## config.mk

```make
export PLATFORM = sky130hd
export DESIGN_NAME = lfsr_word_gen_flat
export DESIGN_NICKNAME = d
export VERILOG_FILES = /design/src/rtl/lfsr_word_gen_if.sv /design/src/rtl/lfsr_word_gen.sv /design/src/flat_wrapper.sv
export SDC_FILE = /design/constraint.sdc
export NUM_CORES = 1
export LEC_CHECK = 0
export BUFFER_PORTS_ARGS = -buffer_cell sky130_fd_sc_hd__buf_2
export CAP_MARGIN = 5
export CELL_PAD_IN_SITES_DETAIL_PLACEMENT = 1
export CELL_PAD_IN_SITES_GLOBAL_PLACEMENT = 1
export CORE_UTILIZATION = 42
export CTS_CLUSTER_DIAMETER = 40
export DETAILED_ROUTE_END_ITERATION = 12
export PLACE_DENSITY_LB_ADDON = 0.1
export SKIP_CTS_REPAIR_TIMING = 1
export SYNTH_ARGS = -nofsm -noshare
export SYNTH_HDL_FRONTEND = slang
export SYNTH_SLANG_ARGS = --single-unit
```

## constraint.sdc

```tcl
create_clock -name clk -period 2.4 [get_ports clk]
set_clock_uncertainty 0.1 [all_clocks]
set_input_delay 0.72 -clock clk [delete_from_list [all_inputs] [get_ports clk]]
set_output_delay 0.72 -clock clk [all_outputs]
set_load 0.005 [all_outputs]
```

## src/rtl/lfsr_word_gen_if.sv

```systemverilog
// lfsr_word_gen_if: valid/ready word channel for the LFSR word source.
// The master drives valid/data; the slave drives ready.
interface lfsr_word_gen_if #(
  parameter int OUT_WIDTH = 8
);
  logic                 valid;
  logic                 ready;
  logic [OUT_WIDTH-1:0] data;

  modport master (
    output valid,
    output data,
    input  ready
  );

  modport slave (
    input  valid,
    input  data,
    output ready
  );
endinterface

```

## src/rtl/lfsr_word_gen.sv

```systemverilog
// lfsr_word_gen: Fibonacci/Galois LFSR packing bits into valid/ready words.
// Define LFSR_PERIOD_MON_EN to add the step_count/period_hit monitor.
module lfsr_word_gen #(
  parameter int          NUM_BITS  = 5,
  parameter logic [31:0] TAPS      = 32'h0000_001B,
  parameter logic [31:0] SEED      = 32'd1,
  parameter bit          MODE      = 1'b0,
  parameter int          OUT_WIDTH = 8
) (
  input  logic                clk,
  input  logic                rst_n,
  input  logic                enable,
  input  logic                seed_valid,
  input  logic [NUM_BITS-1:0] seed_data,
  lfsr_word_gen_if.master     out,
  output logic                lockup
`ifdef LFSR_PERIOD_MON_EN
  ,
  output logic [31:0]         step_count,
  output logic                period_hit
`endif
);

  localparam int CW = $clog2(OUT_WIDTH + 1);
  localparam logic [NUM_BITS-1:0] TAP_M =
    TAPS[NUM_BITS-1:0];
  localparam logic [NUM_BITS-1:0] SEED_M =
    SEED[NUM_BITS-1:0];
  localparam logic [CW-1:0] LAST = CW'(OUT_WIDTH - 1);

  typedef enum logic {
    FILL  = 1'b0,
    VALID = 1'b1
  } state_e;

  state_e                 state_q, state_d;
  logic [NUM_BITS-1:0]    sr_q, sr_d;
  logic [OUT_WIDTH-1:0]   word_q, word_d;
  logic [OUT_WIDTH-1:0]   data_q, data_d;
  logic [CW-1:0]          cnt_q, cnt_d;
  logic                   valid_q, valid_d;
  logic                   lock_q, lock_d;
  logic                   step;

  logic                   bit_o;
  logic                   fb;
  logic                   sr_zero;
  logic [NUM_BITS-1:0]    step_sr;
  logic [OUT_WIDTH-1:0]   word_sh;

  always_comb begin
    bit_o   = sr_q[NUM_BITS-1];
    fb      = ^(sr_q & TAP_M);
    sr_zero = (sr_q == '0);
    if (MODE)
      step_sr = {sr_q[NUM_BITS-2:0], 1'b0}
              ^ (bit_o ? TAP_M : '0);
    else
      step_sr = {sr_q[NUM_BITS-2:0], fb};
    word_sh = OUT_WIDTH'({word_q, bit_o});
  end

  always_comb begin
    state_d = state_q;
    sr_d    = sr_q;
    word_d  = word_q;
    data_d  = data_q;
    cnt_d   = cnt_q;
    valid_d = valid_q;
    lock_d  = 1'b0;
    step    = 1'b0;
    if (seed_valid) begin
      sr_d    = (seed_data == '0) ? SEED_M : seed_data;
      lock_d  = (seed_data == '0);
      word_d  = '0;
      cnt_d   = '0;
      valid_d = 1'b0;
      state_d = FILL;
    end else if (enable) begin
      unique case (state_q)
        FILL: begin
          step   = 1'b1;
          // a zero register can never recover by shifting
          sr_d   = sr_zero ? SEED_M : step_sr;
          lock_d = sr_zero;
          word_d = word_sh;
          if (cnt_q == LAST) begin
            data_d  = word_sh;
            valid_d = 1'b1;
            cnt_d   = '0;
            state_d = VALID;
          end else begin
            cnt_d = cnt_q + 1'b1;
          end
        end
        VALID: begin
          if (out.ready) begin
            valid_d = 1'b0;
            state_d = FILL;
          end
        end
      endcase
    end
  end

  always_ff @(posedge clk) begin
    if (!rst_n) begin
      state_q <= FILL;
      sr_q    <= SEED_M;
      word_q  <= '0;
      data_q  <= '0;
      cnt_q   <= '0;
      valid_q <= 1'b0;
      lock_q  <= 1'b0;
    end else begin
      state_q <= state_d;
      sr_q    <= sr_d;
      word_q  <= word_d;
      data_q  <= data_d;
      cnt_q   <= cnt_d;
      valid_q <= valid_d;
      lock_q  <= lock_d;
    end
  end

  assign out.valid = valid_q;
  assign out.data  = data_q;
  assign lockup    = lock_q;

`ifdef LFSR_PERIOD_MON_EN
  logic [NUM_BITS-1:0] load_q;
  logic [31:0]         steps_q;
  logic                hit_q;

  always_ff @(posedge clk) begin
    if (!rst_n) begin
      load_q  <= SEED_M;
      steps_q <= '0;
      hit_q   <= 1'b0;
    end else if (seed_valid) begin
      load_q  <= sr_d;
      steps_q <= '0;
      hit_q   <= 1'b0;
    end else begin
      hit_q <= step && (sr_d == load_q);
      if (step && (steps_q != 32'hFFFF_FFFF))
        steps_q <= steps_q + 32'd1;
    end
  end

  assign step_count = steps_q;
  assign period_hit = hit_q;
`endif

endmodule
```

## src/flat_wrapper.sv

```systemverilog
// flat-port wrapper written by rule: the top's interface ports become plain ports
module lfsr_word_gen_flat 
#(
  parameter int          NUM_BITS  = 5,
  parameter logic [31:0] TAPS      = 32'h0000_001B,
  parameter logic [31:0] SEED      = 32'd1,
  parameter bit          MODE      = 1'b0,
  parameter int          OUT_WIDTH = 8
)
  (clk, rst_n, enable, seed_valid, seed_data, lockup, out_valid, out_data, out_ready);
  lfsr_word_gen_if #(.OUT_WIDTH(OUT_WIDTH)) out_i ();
  input  logic clk;
  input  logic rst_n;
  input  logic enable;
  input  logic seed_valid;
  input  logic [NUM_BITS-1:0] seed_data;
  output logic lockup;
  output wire logic [$bits(out_i.valid)-1:0] out_valid;
  output wire logic [$bits(out_i.data)-1:0] out_data;
  input wire logic [$bits(out_i.ready)-1:0] out_ready;
  assign out_valid = out_i.valid;
  assign out_data = out_i.data;
  assign out_i.ready = out_ready;
  lfsr_word_gen #(.NUM_BITS(NUM_BITS), .TAPS(TAPS), .SEED(SEED), .MODE(MODE), .OUT_WIDTH(OUT_WIDTH)) u_core (.clk(clk), .rst_n(rst_n), .enable(enable), .seed_valid(seed_valid), .seed_data(seed_data), .out(out_i), .lockup(lockup));
endmodule
```

== After elaboration in Yosys (flattened, before gate mapping) ==
Index checks and enable logic that the tools add are counted.

* Logic and storage cells: 39
* Bits in registers: 27
* Bits of input ports: 10
* Output and inout bits: 10

* Multiplexer cells: 15
* Bitwise operators: 3
* Add/sub/neg operators: 1
* Reduce and logical (&&, ||, !) cells: 9
* Equality and inequality tests: 4

{| class="wikitable"
|+ Operators by type and width
! operator !! count
|-
| $mux W5 || 5
|-
| $logic_not A5 Y1 || 2
|-
| $mux W1 || 7
|-
| $reduce_xor A5 Y1 || 1
|-
| $add A4 B1 Y4 const B || 1
|-
| $eq A4 B3 Y1 const B || 1
|-
| $mux W4 || 1
|-
| $ne A2 B2 Y1 const B || 2
|-
| $pmux W1 S2 || 2
|-
| $reduce_and A2 Y1 || 2
|-
| $reduce_and A4 Y1 || 1
|-
| $not A1 Y1 || 3
|-
| $reduce_and A3 Y1 || 1
|-
| $ne A2 B1 Y1 const B || 1
|-
| $reduce_bool A2 Y1 || 1
|-
| $reduce_or A2 Y1 || 1
|}

== Depth between registers and ports, before layout ==
* Depth in word-level cells: 5
* Depth in mapped cells: 6
* Mapped depth without buffers: 6

== Worst setup path after synthesis ==
No wires, ideal clock.

* Kind: input -> register
* Start point: in seed_data[1]
* End point: reg u_core.lock_q (netlist: u_core.lockup)
* Stages: 3
* Setup slack: 576 ps
* Data required time: 2234 ps
* Path buffers: 0
* Data arrival time: 1658 ps
* Cells stage by stage: or4_1 > or3_1 > a21oi_2

* Longest elaborated chain between the ends: 2

{| class="wikitable"
|+ Ends and longest elaborated chain
! element !! line !! text
|-
| start, declared || flat_wrapper.sv:16 || <nowiki>input logic [NUM_BITS-1:0] seed_data;</nowiki>
|-
| $logic_not A5 Y1 || lfsr_word_gen.sv:74 || <nowiki>lock_d = (seed_data == '0);</nowiki>
|-
| $mux W1 || lfsr_word_gen.sv:72 || <nowiki>if (seed_valid) begin</nowiki>
|-
| end signal, assigned || lfsr_word_gen.sv:122 || <nowiki>lock_q <= lock_d;</nowiki>
|-
| end, declared || lfsr_word_gen.sv:42 || <nowiki>logic lock_q, lock_d;</nowiki>
|}

No other way between the ends.
A chain may end at the register's enable or synchronous reset.

== Worst setup path after layout ==
Ends and elaborated chain as after synthesis.

==> results.json <==
{
  "fp-row-count": 18,
  "netlist_area_um2": 1120,
  "grt_pass1_vias": 918,
  "clockBufferDepth": 2,
  "initial_utilization": 0.450,
  "grt_use_met2": 0.315,
  "cts_root_buf": "clkbuf_4",
  "cp-start-kind": "input port",
  "synth.area.top_cells": "dfxtp_1 (48%), nand2_1 (12%), a21oi_1 (5.8%), nand3_1 (5.8%), o21ai_0 (4.4%)",
  "dp_hpwl_um": 1840,
  "power_leakage_nw": 0.490,
  "die_y_um": 53.8,
  "ys_warn_count": 0,
  "crit_start": "seed_data[1]",
  "ys_async_sr_fraction": 0,
  "drt_iter0_markers": 23,
  "reg2reg_slack_ns": 0.81,
  "busiest_layer": "met2",
  "vias_per_cell": 5.29,
  "clkTransAtPathRegs_ns": 0.15,
  "routedWlPerCell_um": 12.8,
  "slew_violations": 0,
  "min_period_ns": 1.67,
  "clock_sinks": 27,
  "cp.required_ns": 2.56,
  "drive_gt1_frac": 0.184,
  "htreeDepth": 1,
  "setup_viol": 0,
  "ys_ff_latch": 27,
  "core_area_um2": 2500,
  "ant_nets": 0,
  "area_growth_pct": 13.1,
  "synth-edff-count": 0,
  "max_freq_mhz": 598,
  "fin_tns_setup_ns": 0,
  "reg2regPathDepth": 6,
  "place_ws_ns": 0.376,
  "min_period_over_period": 0.696,
  "syn_nets": 151,
  "drt_pass1_iterations": 4,
  "grt_overflow": 0,
  "fp.dieW_um": 53.8,
  "final-hold-violation-count": 0,
  "synthDominantCellAreaShare": 0.481,
  "rsz0062_at_grt": "no",
  "hold_class": "reg -> reg",
  "worstPathArrival_ns": 1.83,
  "ir_drop_uv": 359,
  "crit_path_end_kind": "flop",
  "antenna_found_initial": 0,
  "drcViolationCount": 0,
  "insertion_delay_ns": 0.32,
  "synthCells": 139,
  "yosys_most_used_dff": "dfxtp_1",
  "power_density_nw_per_um2": 571,
  "grt_max_degree": 21,
  "rr_endpoint": "u_core.sr_q[0]",
  "fill_cells": 333,
  "gp_congestion": 0.846,
  "drt_wl_total_um": 2410,
  "layout.nets": 171,
  "cts_buffers": 3,
  "ios": 20,
  "track_usage": 0.188,
  "seq_area_frac_synth": 0.481,
  "r2r_start": "u_core.sr_q[0]",
  "synth_area_leader_cell": "dfxtp_1",
  "io_buffers": 19,
  "design.die.area_um2": 2890,
  "layout_setup_ws_ns": 0.728,
  "worst_slew_pin_slew_ns": 0.496,
  "criticalPathCategory": "in -> reg",
  "status": "complete, no violations",
  "met3_usage": 0.0254,
  "antenna_cells": 0,
  "cp_max_fo": 2,
  "cp-endpoint": "u_core.lockup",
  "grt_pass1_wl_um": 3940,
  "grt.met1_usage": 0.248,
  "avgSynthCellArea_um2": 8.09,
  "holdWs_ns": 0.364,
  "placed_area_um2": 1240,
  "synth_cell_types": 29,
  "vias": 994,
  "cap_violations": 0,
  "cts_tree": "yes",
  "stdcell_area_um2": 1270,
  "relSlewSlack": 0.669
}
[worst max-delay path: stages]
cell,delay [ns]
buf_2,0.10
or4_1,0.52
or3_1,0.36
a21oi_2,0.13
[power breakdown]
group          switching, mW  internal [mW]
clock network          0.130         0.0623
logic                 0.0416         0.0275
registers            0.00876          0.457
[area by class of cell]
cell class / count / area [um2] / share of cell area
sequential: 27 / 541 / 0.425
timing repair buffer: 22 / 118 / 0.0924
tap: 30 / 37.5 / 0.0295
clock buffer: 3 / 22.5 / 0.0177
clock inverter: 1 / 5.00 / 0.00393
multi-input combinational: 101 / 534 / 0.420
inverter: 4 / 15.0 / 0.0118
[registers in the layout, summed over array words and instances (netlist names)]
name	flops
u_core.out.valid	1
u_core.cnt_q	4
u_core.lockup	1
u_core.out.data	8
u_core.word_q	7
u_core.state_q	1
u_core.sr_q	5
[routing by layer]
layer	share of wire	wire length (um)
met1	0.51	1240
met2	0.44	1070
met3	0.034	83
met4	0.0062	15
met5	0	0
[logic make-up after synthesis]
family                     Yosys count  share of synthesized area
and+or+nand+nor                     66                      0.279
AOI/OAI and AO/OA                   30                      0.150
DFF                                 27                      0.481
buffers and inverters               11                     0.0445
xor gates and xnor gates             3                     0.0234
adders and majority gates            2                     0.0222
[synthesized netlist by cell type, types with 2 or more instances]
cell type   n
nand2_1    36
dfxtp_1    27
a21oi_1    13
nand3_1    13
o21ai_0    10
buf_2       4
nor2_1      4
a31oi_1     3
inv_1       3
clkbuf_1    2
ha_1        2
nor2b_1     2
nor3_1      2
or4_1       2
xnor2_1     2
[stage by stage]
stage          std cells  utilization  total power [mW]
3_5_place_dp         184        0.498             0.545
5_1_grt              188        0.509             0.759
6_report             188        0.509             0.727
2_1_floorplan        139            -             0.519
4_1_cts              188        0.509             0.736
3_3_place_gp         184        0.498             0.541
[worst min path at each step]
stage	from	endpoint	slack [ns]	depth (start not counted)
after CTS	u_core.word_q[6]	u_core.word_q[6]	0.37	2
after detailed placement	u_core.word_q[6]	u_core.word_q[6]	0.35	2
final	u_core.out.data[2]	u_core.out.data[2]	0.36	2
after global routing	u_core.out.data[7]	u_core.out.data[7]	0.39	2
after floorplan	u_core.word_q[6]	u_core.word_q[6]	0.34	2
after global placement	u_core.out.data[3]	u_core.out.data[3]	0.34	2
[cell usage in the layout, fill, tap and decap left out, types with 3 or more instances in the layout]
cell / Yosys / layout
clkbuf_4: 0 / 3
buf_4: 1 / 3
inv_1: 3 / 3
o21ai_0: 10 / 10
a31oi_1: 3 / 3
a21oi_1: 13 / 13
nor2_1: 4 / 4
dfxtp_1: 27 / 27
nand2_1: 36 / 36
nand3_1: 13 / 13
buf_2: 4 / 19
Note: power is estimated with default switching activity, not from simulation.
